**src/rtl/data_memory_arbiter.sv**
```systemverilog
// data_memory_arbiter
//   Shares one read/write port of the 32-bit data memory between the execute
//   stage (requester 0) and a debug/loader master (requester 1).
//   Round-robin arbitration with burst lock: the owner keeps the port while it
//   holds req, for up to MAX_BURST granted beats once the other side is waiting.
//   An unopposed owner streams indefinitely.
//
// Ports
//   clock, reset             rising-edge clock, async active-low reset
//   reqN/weN/addrN/wdataN    requester N access request (we=1 write, 0 read)
//   gntN                     requester N beat accepted this cycle
//   rvalidN/rdataN           read response, one cycle after the granted beat
//   mem_addr/mem_wdata/mem_we  to the memory port
//   mem_rdata                from the memory, synchronous read (1-cycle latency)
//   owner                    debug: 00 idle, 01 req0 owns, 10 req1 owns
module data_memory_arbiter #(
    parameter int ADDR_W    = 9,
    parameter int DATA_W    = 32,
    parameter int MAX_BURST = 4
) (
    input  logic              clock,
    input  logic              reset,
    input  logic              req0,
    input  logic              we0,
    input  logic [ADDR_W-1:0] addr0,
    input  logic [DATA_W-1:0] wdata0,
    output logic              gnt0,
    output logic              rvalid0,
    output logic [DATA_W-1:0] rdata0,
    input  logic              req1,
    input  logic              we1,
    input  logic [ADDR_W-1:0] addr1,
    input  logic [DATA_W-1:0] wdata1,
    output logic              gnt1,
    output logic              rvalid1,
    output logic [DATA_W-1:0] rdata1,
    output logic [ADDR_W-1:0] mem_addr,
    output logic [DATA_W-1:0] mem_wdata,
    output logic              mem_we,
    input  logic [DATA_W-1:0] mem_rdata,
    output logic [1:0]        owner
);

    localparam int CNT_W = (MAX_BURST > 1) ? $clog2(MAX_BURST) : 1;
    localparam logic [CNT_W-1:0] CNT_MAX = CNT_W'(MAX_BURST - 1);

    // State encoding doubles as the debug owner field.
    typedef enum logic [1:0] {
        IDLE = 2'b00,
        OWN0 = 2'b01,
        OWN1 = 2'b10
    } state_t;

    state_t            state, state_n;
    logic              last_owner;
    logic [CNT_W-1:0]  beat_cnt;
    logic [DATA_W-1:0] rdata0_q, rdata1_q;

    // Next-state and output decode
    always_comb begin
        state_n   = state;
        gnt0      = 1'b0;
        gnt1      = 1'b0;
        mem_addr  = '0;
        mem_wdata = '0;
        mem_we    = 1'b0;
        case (state)
            IDLE: begin
                if (req0 && req1)
                    state_n = last_owner ? OWN0 : OWN1;
                else if (req0)
                    state_n = OWN0;
                else if (req1)
                    state_n = OWN1;
            end
            OWN0: begin
                gnt0      = req0;
                mem_addr  = addr0;
                mem_wdata = wdata0;
                mem_we    = we0 & req0;
                if (!req0)
                    state_n = req1 ? OWN1 : IDLE;
                else if (req1 && beat_cnt == CNT_MAX)
                    state_n = OWN1;   // forced switch, req0 held so this beat was granted
            end
            OWN1: begin
                gnt1      = req1;
                mem_addr  = addr1;
                mem_wdata = wdata1;
                mem_we    = we1 & req1;
                if (!req1)
                    state_n = req0 ? OWN0 : IDLE;
                else if (req0 && beat_cnt == CNT_MAX)
                    state_n = OWN0;
            end
            default: state_n = IDLE;
        endcase
    end

    always_ff @(posedge clock or negedge reset) begin
        if (!reset) begin
            state      <= IDLE;
            last_owner <= 1'b1;
            beat_cnt   <= '0;
        end else begin
            state <= state_n;
            if (state == OWN0 && state_n != OWN0)
                last_owner <= 1'b0;
            else if (state == OWN1 && state_n != OWN1)
                last_owner <= 1'b1;
            // Saturating at CNT_MAX lets an unopposed owner stream; once the
            // other side requests, the saturated count forces the switch.
            if (state_n != state)
                beat_cnt <= '0;
            else if ((gnt0 || gnt1) && beat_cnt != CNT_MAX)
                beat_cnt <= beat_cnt + CNT_W'(1);
        end
    end

    // Read response: memory data arrives one cycle after the granted beat and
    // is passed straight through; the held copy covers cycles with no rvalid.
    always_ff @(posedge clock or negedge reset) begin
        if (!reset) begin
            rvalid0  <= 1'b0;
            rvalid1  <= 1'b0;
            rdata0_q <= '0;
            rdata1_q <= '0;
        end else begin
            rvalid0 <= gnt0 & ~we0;
            rvalid1 <= gnt1 & ~we1;
            if (rvalid0) rdata0_q <= mem_rdata;
            if (rvalid1) rdata1_q <= mem_rdata;
        end
    end

    assign rdata0 = rvalid0 ? mem_rdata : rdata0_q;
    assign rdata1 = rvalid1 ? mem_rdata : rdata1_q;
    assign owner  = state;

endmodule

```
**config.mk**
```make
export PLATFORM = sky130hd
export DESIGN_NAME = data_memory_arbiter
export DESIGN_NICKNAME = d
export VERILOG_FILES = /design/src/rtl/data_memory_arbiter.sv
export SDC_FILE = /design/constraint.sdc
export NUM_CORES = 1
export LEC_CHECK = 0
export CORE_AREA = 4 4 108 110
export CTS_BUF_LIST = sky130_fd_sc_hd__clkbuf_4
export DETAILED_ROUTE_END_ITERATION = 12
export DIE_AREA = 0 0 112 114
export PLACE_DENSITY_LB_ADDON = 0.08
export RECOVER_POWER = 25
export SETUP_SLACK_MARGIN = 0.3
export SLEW_MARGIN = 20
export SYNTH_ARGS = -nofsm -noshare
export SYNTH_HDL_FRONTEND = slang
export SYNTH_SLANG_ARGS = --single-unit
```
**constraint.sdc**
```tcl
create_clock -name clock -period 1.8 [get_ports clock]
set_input_delay 0.36 -clock clock [delete_from_list [all_inputs] [get_ports clock]]
set_output_delay 0.36 -clock clock [all_outputs]
set_load 0.02 [all_outputs]
```
======== After elaboration in Yosys (flattened, before gate mapping) ========
Index checks and enable logic that the tools add are counted.
W data, S select, Z words.
word-level totals
  flip-flop bits (word level) ............. 71
  bits of input ports ..................... 120
  output and inout port bits .............. 112
  word-level logic and storage cells ...... 53
operators by class
  $add $sub $neg .......................... 1
  equality and inequality tests ........... 7
  mux-type cells .......................... 22
  bitwise logic cells ..................... 6
  reductions and logical operators ........ 10
operators with widths
  kind                   number
  $mux W32               2
  $pmux W32 S2           1
  $mux W2                11
  $pmux W9 S2            1
  $logic_and A1 B1 Y1    6
  $pmux W2 S3            1
  $mux W1                5
  $and A1 B1 Y1          4
  $eq A2 B2 Y1 const B   2
  $ne A2 B2 Y1 const B   2
  $reduce_bool A2 Y1     2
  $add A2 B1 Y2 const B  1
  $eq A2 B1 Y1 const B   1
  $logic_not A2 Y1       1
  $ne A2 B1 Y1 const B   1
  $ne A2 B2 Y1           1
  $not A1 Y1             2
  $pmux W1 S2            1
  $logic_or A1 B1 Y1     1

======== Depth between registers and ports, before layout ========
Gate-level depths: netlist of run 1.
  depth in word-level cells ............... 9
  depth in mapped cells ................... 9
  mapped depth without buffers ............ 8

======== Worst setup path after synthesis of run 1 ========
Ideal clock, no wire load.
  kind .................................... reg-to-output
  start ................................... reg state[1], in the netlist owner[1]
  end ..................................... out mem_addr[4]
  arrival time ............................ 1.686 ns
  data required time ...................... 1.440 ns
  setup slack ............................. -0.246 ns
  stages on the path, launching flop included .. 6
  path buffers ............................ 2
  cell sequence ........................... dfrtp_1 > ha_1 > buf_2 > buf_1 > a22oi_1 > nor2b_1
between the ends
  word-level cells in the longest chain between the ends .. 2
  elaborated cells on any way between the ends .. 3
  classes of those cells .................. eq/ne: 2; mux: 1
RTL lines
  item                                                 line  source
  from (decl)                                          54    state_t state, state_n;
  from (signal assigned)                               106   state <= state_n;
  $eq A2 B2 Y1 / $eq A2 B1 Y1 (equally long branches)  67    case (state)
  $pmux W9 S2 (*)                                      67
  to (decl)                                            37    output logic [ADDR_W-1:0] mem_addr,
Mark *: on every way between the ends. The rest lies on a longest branch, timed or not.

======== Worst setup path in the final report of run 1 ========
  start ................................... reg state[0], in the netlist owner[0]
  end ..................................... out mem_wdata[9]
between the ends
  word-level cells in the longest chain between the ends .. 2
  elaborated cells on any way between the ends .. 3
  classes of those cells .................. eq/ne: 2; mux: 1
RTL lines
  item                                                 line  source
  $eq A2 B2 Y1 / $eq A2 B1 Y1 (equally long branches)  67
  $pmux W32 S2 (*)                                     67
  to (decl)                                            38    output logic [DATA_W-1:0] mem_wdata,
Marks and branches as above.

==> results of run 1 <==
==> area by class of cell <==
type                            count  area (um^2)  share of cell area (%)
Clock inverter                      6        85.08                   1.045
Tap cell                          140        175.2                   2.152
Inverter                            4        30.03                  0.3689
Multi-Input combinational cell    191         2479                   30.45
Clock buffer                       10        75.07                  0.9222
Sequential cell                    71         1783                   21.90
Timing Repair Buffer              309         3513                   43.16
==> kinds of logic (layout without fill, tap and decap cells) <==
| group | after synthesis | in the layout | synth area share, % |
|---|---|---|---|
| AOI/OAI and AO/OA | 59 | 59 | 12.70 |
| xor gates and xnor gates | 1 | 1 | 0.2511 |
| muxes | 66 | 66 | 21.27 |
| adders and majority gates | 5 | 5 | 1.793 |
| buffers and inverters | 26 | 329 | 2.869 |
| and+or+nand+nor | 60 | 60 | 10.15 |
| DFF | 71 | 71 | 50.97 |
==> repair_timing <==
action	4_1_cts	5_1_grt
setup buffers	23	17
pin swaps	40	37
gates resized for setup	659	105
endpoints found under the hold margin	16	0
cloned	6	2
hold buffers	1	0
endpoints found under the setup margin	117	117
==> sequential cells by signal, indices dropped and copies added, names as in the netlist <==
name	count
rdata1_q	32
owner	2
rdata0_q	32
rvalid1	1
last_owner	1
rvalid0	1
beat_cnt	2
==> stage by stage <==
stage,instances,power [W],util [%],hold slack (ns)
after floorplan,288,0.007996,-,0.06441
after global placement,666,0.01116,64.53,0.3548
after detailed placement,666,0.01131,64.53,0.3539
after CTS,712,0.01316,70.99,0.4087
after global routing,731,0.01496,76.09,0.5152
final,731,0.01424,76.09,0.5053
==> worst max-delay path, stage by stage, from the launching register on <==
cell and delay (ns):
dfrtp_2 0.45, inv_4 0.07, ha_4 0.18, buf_6 0.14, buf_12 0.13, a22oi_2 0.22, nor2b_4 0.07, buf_6 0.13
==> synthesized netlist by cell type, types with 3 or more instances <==
cell type  count  area (um^2)
a21oi_1        5        25.02
nand2_1        5        18.77
clkbuf_1      12        45.04
mux2_2        56        630.6
mux2_1         9        101.4
nand2b_1       3        18.77
buf_1          8        30.03
inv_1          4        15.01
nor2_1         4        15.01
dfrtp_1       70         1752
ha_1           5        62.56
a22oi_1       42        315.3
nor2b_1       42        262.8
==> layer usage <==
metal	routed length, um	track usage (%)	part of all wire, %
met4	163	4.327	1.2
met2	7322	34.73	53
met5	0	0	0
met3	720	5.305	5.2
met1	5529	24.63	40
==> worst paths after layout <==
kind                            cells after the start                 endpoint                   start  slack, ns
max in group asynchronous                           3   rdata0_q[15]$_DFF_PN0_                   reset       0.08
min in group asynchronous                           2    rdata0_q[3]$_DFF_PN0_                   reset       0.66
worst max register to register                     10  beat_cnt[1]$_DFFE_PN0P_      owner[0]$_DFF_PN0_      -0.31
worst max-delay path                                7             mem_wdata[9]      owner[0]$_DFF_PN0_      -0.35
worst min-delay path                                1   rdata1_q[12]$_DFF_PN0_  rdata1_q[12]$_DFF_PN0_       0.51
worst min register to register                      1   rdata1_q[12]$_DFF_PN0_  rdata1_q[12]$_DFF_PN0_       0.51
==> power by group through the flow <==
stage,Clock (W),Sequential (W),Combinational (W)
3_3_place_gp,0,0.00258,0.00858
4_1_cts,0.00118,0.00260,0.00938
5_1_grt,0.00125,0.00272,0.0110
3_5_place_dp,0,0.00262,0.00869
6_report,0.00114,0.00264,0.0105
2_1_floorplan,0,0.00260,0.00540
==> impl_metrics.tcl, run 1 <==
set metrics [dict create \
    die_height_um 114 \
    portBuffers 231 \
    ys.flop_type "dfrtp_1" \
    post_route_drc 0 \
    maxCapViolations 0 \
    vias_per_cell 4.841 \
    place_worst_setup_slack_ns -0.4834 \
    nets 711 \
    final-max-slew-violation-count 0 \
    synth_cell_types 32 \
    final.setup_skew_ns 0.007783 \
    first_pass_grt_wire_length_mm 20.07 \
    floorplan.io_pins 232 \
    cell_internal_pwr_w 0.008861 \
    synth_cell_area_um2 3488 \
    critical_path_data_arrival_time_ns 1.79 \
    initialDrtViolationCount 119 \
    synth_enable_flop_cells 0 \
    placeableCoreArea_um2 10700 \
    hpwlAfterDp_mm 9.298 \
    power-per-cell-area_nw_per_um2 1750 \
    finalHoldViolCount 0 \
    cts.reportedPaths.clkPinSlew_ns 0.11 \
    final_cell_mix "127 x buf_6, 118 x clkdlybuf4s50_1, 66 x dfrtp_1" \
    timing.hold.worst.class "register to register" \
    master_cell_of_the_clock_root_buffer "clkbuf_4" \
    power_frac_comb_pct 73.4 \
    synth_seq_area_share_pct 50.97 \
    floorplan.initialDensity_pct 32.61 \
    syn2layout_area_growth_pct 133.4 \
    worst_slew_pin_slew_ns 1.089 \
    route.detailed.wl_per_inst_um 18.79 \
    max-slew-margin-rel_pct 27.37 \
    overall_die_area_um2 12770 \
    timing.critical_path.from_type "register" \
    end_kind "primary output" \
    worstPathMaxFanout 5 \
    placementRows 38 \
    layout-drive-gt1-share_pct 64.47 \
    syn_inst 288 \
    detailroute.via_count 3539 \
    gp_routability_congestion 0.8072 \
    insertedDiodeCount 0 \
    insertion_delay_ns 0.41 \
    layout.cells.most_common "buf_6" \
    grt_use_total_pct 19.80 \
    min_period_over_period_pct 119.6 \
    ir_worst_vdd_uv 1150 \
    power.share.clock_pct 8.0 \
    synthesis.area_per_instance_um2 12.11 \
    synth.net_count 413 \
    cts.sinks 71 \
    num-fill-cells 713 \
    antenna_violating_nets_post_route 0 \
    tritoncts "yes" \
    ys_seq_elements 71 \
    power.switching_fraction_pct 37.79 \
    finalSetupTns_ns -27.75 \
    grt_start_max_net_pins 28 \
    die_width_um 112 \
    standard_cell_area_after_detailed_placement_um2 6903 \
    overflow 0 \
    leakagePower_nw 3.491 \
    setup_viol 113 \
    required_ns 1.44 \
    synthArstFlopShare_pct 100.0 \
    failed_checks "negative setup slack" \
    grt_antenna_before_repair 0 \
    setup_repair_after_global_routing_missed_its_margin "true" \
    routed_wirelength_mm 13.74 \
    timing.final.ws_setup_ns -0.3521 \
    drt-pass1-iter-count 4 \
    ys_warn_count 0 \
    power.share.sequential_pct 18.5 \
    total_switching_power_w 0.005383 \
    run_status "finished, violations left" \
    postLayoutCellArea_um2 8140 \
    cts.htree.levels 3 \
    cts_inserted_buffers 9 \
    critical_path_class "register to primary output" \
    minimum_clock_period_ns 2.152 \
    number_of_global_route_vias_before_repair 3752 \
    clockBufferDepth 2 \
    max_freq_mhz 464.7 \
]
Power figures use the tool's default switching activity.
==> inputs of run 2 (changes only) <==
- CELL_PAD_IN_SITES_DETAIL_PLACEMENT: default -> 1
- CELL_PAD_IN_SITES_GLOBAL_PLACEMENT: default -> 1
- CORE_AREA: 4 4 108 110 -> 4 4 126 128
- DIE_AREA: 0 0 112 114 -> 0 0 130 132
==> impl_metrics.tcl, run 2 (same netlist as run 1, synthesis figures left out) <==
set metrics [dict create \
    tritoncts "yes" \
    cts_inserted_buffers 9 \
    overflow 0 \
    final.setup_skew_ns 0.009904 \
    timing.hold.worst_path_depth 1 \
    worstPathMaxFanout 17 \
    power.share.clock_pct 5.8 \
    cpMaxStageDelayCell "dfrtp_2" \
    cts.htree.levels 3 \
    grt_use_total_pct 16.57 \
    run_status "finished, violations left" \
    placed_cells_incl_taps 714 \
    timing.hold.worst.class "register to register" \
    critical_path_class "register to primary output" \
    syn2layout_area_growth_pct 141.4 \
    r2r.worst_path.cells 10 \
    master_cell_of_the_clock_root_buffer "clkbuf_4" \
    grt_start_max_net_pins 72 \
    antenna_violating_nets_post_route 0 \
    power_frac_comb_pct 75.8 \
    portBuffers 231 \
    cts.reportedPaths.clkPinSlew_ns 0.12 \
    die_width_um 130 \
    cell_internal_pwr_w 0.008820 \
    max_freq_mhz 452.0 \
    finalHoldViolCount 0 \
    min_period_over_period_pct 122.9 \
    crit_path_max_incr_delay_ns 0.45 \
    initialDrtViolationCount 85 \
    placeableCoreArea_um2 14860 \
    top_regs "rdata0_q x32, rdata1_q x32" \
    post_route_drc 0 \
    cts.sinks 71 \
    overall_die_area_um2 17160 \
    final-max-slew-violation-count 0 \
    setup_viol 114 \
    list_of_cells_traversed_by_the_critical_path "buf_6 -> ha_4 -> buf_12 -> buf_4 -> a22oi_2 -> nor2b_4 -> buf_6" \
    final_cell_mix "145 x buf_6, 118 x clkdlybuf4s50_1, 66 x dfrtp_1" \
    power-per-cell-area_nw_per_um2 1705 \
    insertion_delay_ns 0.41 \
    route.detailed.wl_per_inst_um 18.80 \
    floorplan.initialDensity_pct 23.47 \
    postLayoutCellArea_um2 8421 \
    instances_no_fill 815 \
    total_switching_power_w 0.005536 \
    clockBufferDepth 2 \
    gp_routability_congestion 0.7632 \
    num-fill-cells 1491 \
    maxCapViolations 0 \
    timing.critical_path.from_type "register" \
    area.sequential_um2 1783 \
    worst_slew_pin_slew_ns 0.9848 \
    layout.cells.most_common "buf_6" \
    vias_per_cell 4.523 \
    power.switching_fraction_pct 38.56 \
    timing.final.ws_setup_ns -0.4126 \
    floorplan.io_pins 232 \
    power.share.sequential_pct 18.4 \
    minimum_clock_period_ns 2.213 \
    setup_repair_after_global_routing_missed_its_margin "true" \
    standard_cell_area_after_detailed_placement_um2 6925 \
    nets 746 \
    number_of_global_route_vias_before_repair 4057 \
    drt-pass1-iter-count 6 \
    leakagePower_nw 3.621 \
    die_height_um 132 \
    first_pass_grt_wire_length_mm 22.32 \
    r2r_slack_ns -0.41 \
    hold_path_startpoint "rdata1_q[18]$_DFF_PN0_" \
    layout-drive-gt1-share_pct 66.45 \
    grt_antenna_before_repair 1 \
    placementRows 45 \
    critical_path_data_arrival_time_ns 1.85 \
    multi_input_comb_area_um2 2447 \
    routed_wirelength_mm 15.32 \
    hpwlAfterDp_mm 10.66 \
    regToRegEndpoint "beat_cnt[1]$_DFFE_PN0P_" \
    end_kind "primary output" \
    rr_startpoint "owner[0]$_DFF_PN0_" \
    failed_checks "negative setup slack" \
    detailroute.via_count 3686 \
    hold_end "rdata1_q[18]$_DFF_PN0_" \
    required_ns 1.44 \
    ir_worst_vdd_uv 632.1 \
    crit_path_start "owner[1]$_DFF_PN0_" \
    critPathMostFrequentCell "buf_6" \
    max-slew-margin-rel_pct 34.34 \
]
run 2: per-layer routing:
metal | part of all wire, % | up-vias | track usage (%)
met5 | 0 | - | 0
met4 | 1.4 | 0 | 4.388
met3 | 11 | 12 | 7.212
met2 | 52 | 166 | 29.63
met1 | 36 | 1794 | 17.65
li1 | - | 1714 | -
run 2: power groups by stage:
stage	clock, W	combinational [W]	sequential, W
floorplan	0	0.00540	0.00260
global placement	0	0.00869	0.00259
detailed placement	0	0.00878	0.00265
CTS	0.000880	0.00977	0.00262
global route	0.000976	0.0115	0.00272
finish	0.000831	0.0109	0.00264
run 2: layout make-up:
type	count	area share, %
repair buffers	344	45.30
multi-input cells	191	29.06
flip-flops and latches	71	21.17
well taps	188	2.793
clock buffers	10	0.8915
inverters	4	0.4160
clock inverters	6	0.3269
diodes	1	0.02972
run 2: per-stage QoR:
stage               hold WS [ns]  util, %  TNS, ns  power, W  setup WS, ns
finish                    0.5128    56.65   -31.92   0.01436       -0.4126
global placement          0.4142    46.59   -25.63   0.01127       -0.4818
floorplan                0.06441        -        0  0.007996       0.04559
detailed placement        0.4202    46.59   -27.54   0.01143       -0.4785
global route              0.5063    56.65   -43.51   0.01519       -0.5328
CTS                       0.4938    51.89   -32.76   0.01327       -0.4516
run 2: worst max-delay path by stage:
| stage | cells past startpoint | endpoint | slack (ns) |
|---|---|---|---|
| 6_report | 7 | mem_wdata[20] | -0.41 |
| 5_1_grt | 7 | mem_wdata[20] | -0.53 |
| 4_1_cts | 6 | mem_wdata[31] | -0.45 |
| 3_5_place_dp | 6 | mem_we | -0.48 |
| 3_3_place_gp | 6 | mem_we | -0.48 |
| 2_1_floorplan | 7 | beat_cnt[1]$_DFFE_PN0P_ | 0.05 |
run 2: worst max-delay path, delay by kind of cell (launching register included):
family	cells	cell delay, ns
AND/OR/NAND/NOR	1	0.06
buffers and inverters	4	0.56
adder cells (fa/ha/maj)	1	0.19
flip-flops	1	0.45
AO/OA/AOI/OAI	1	0.19
run 2: what timing repair did:
item | CTS | global route
hold endpoints to repair | 70 | 0
endpoints found under the setup margin | 117 | 117
hold buffers | 1 | 0
gates resized for setup | 672 | 104
cloned | 5 | 2
setup buffers | 37 | 39
pin swaps | 9 | 26
==> inputs of run 3 (changes only) <==
- CTS_CLUSTER_SIZE: default -> 10
==> results of run 3 <==
Same layout as run 2: the final DEF is identical, and so are final timing and power.
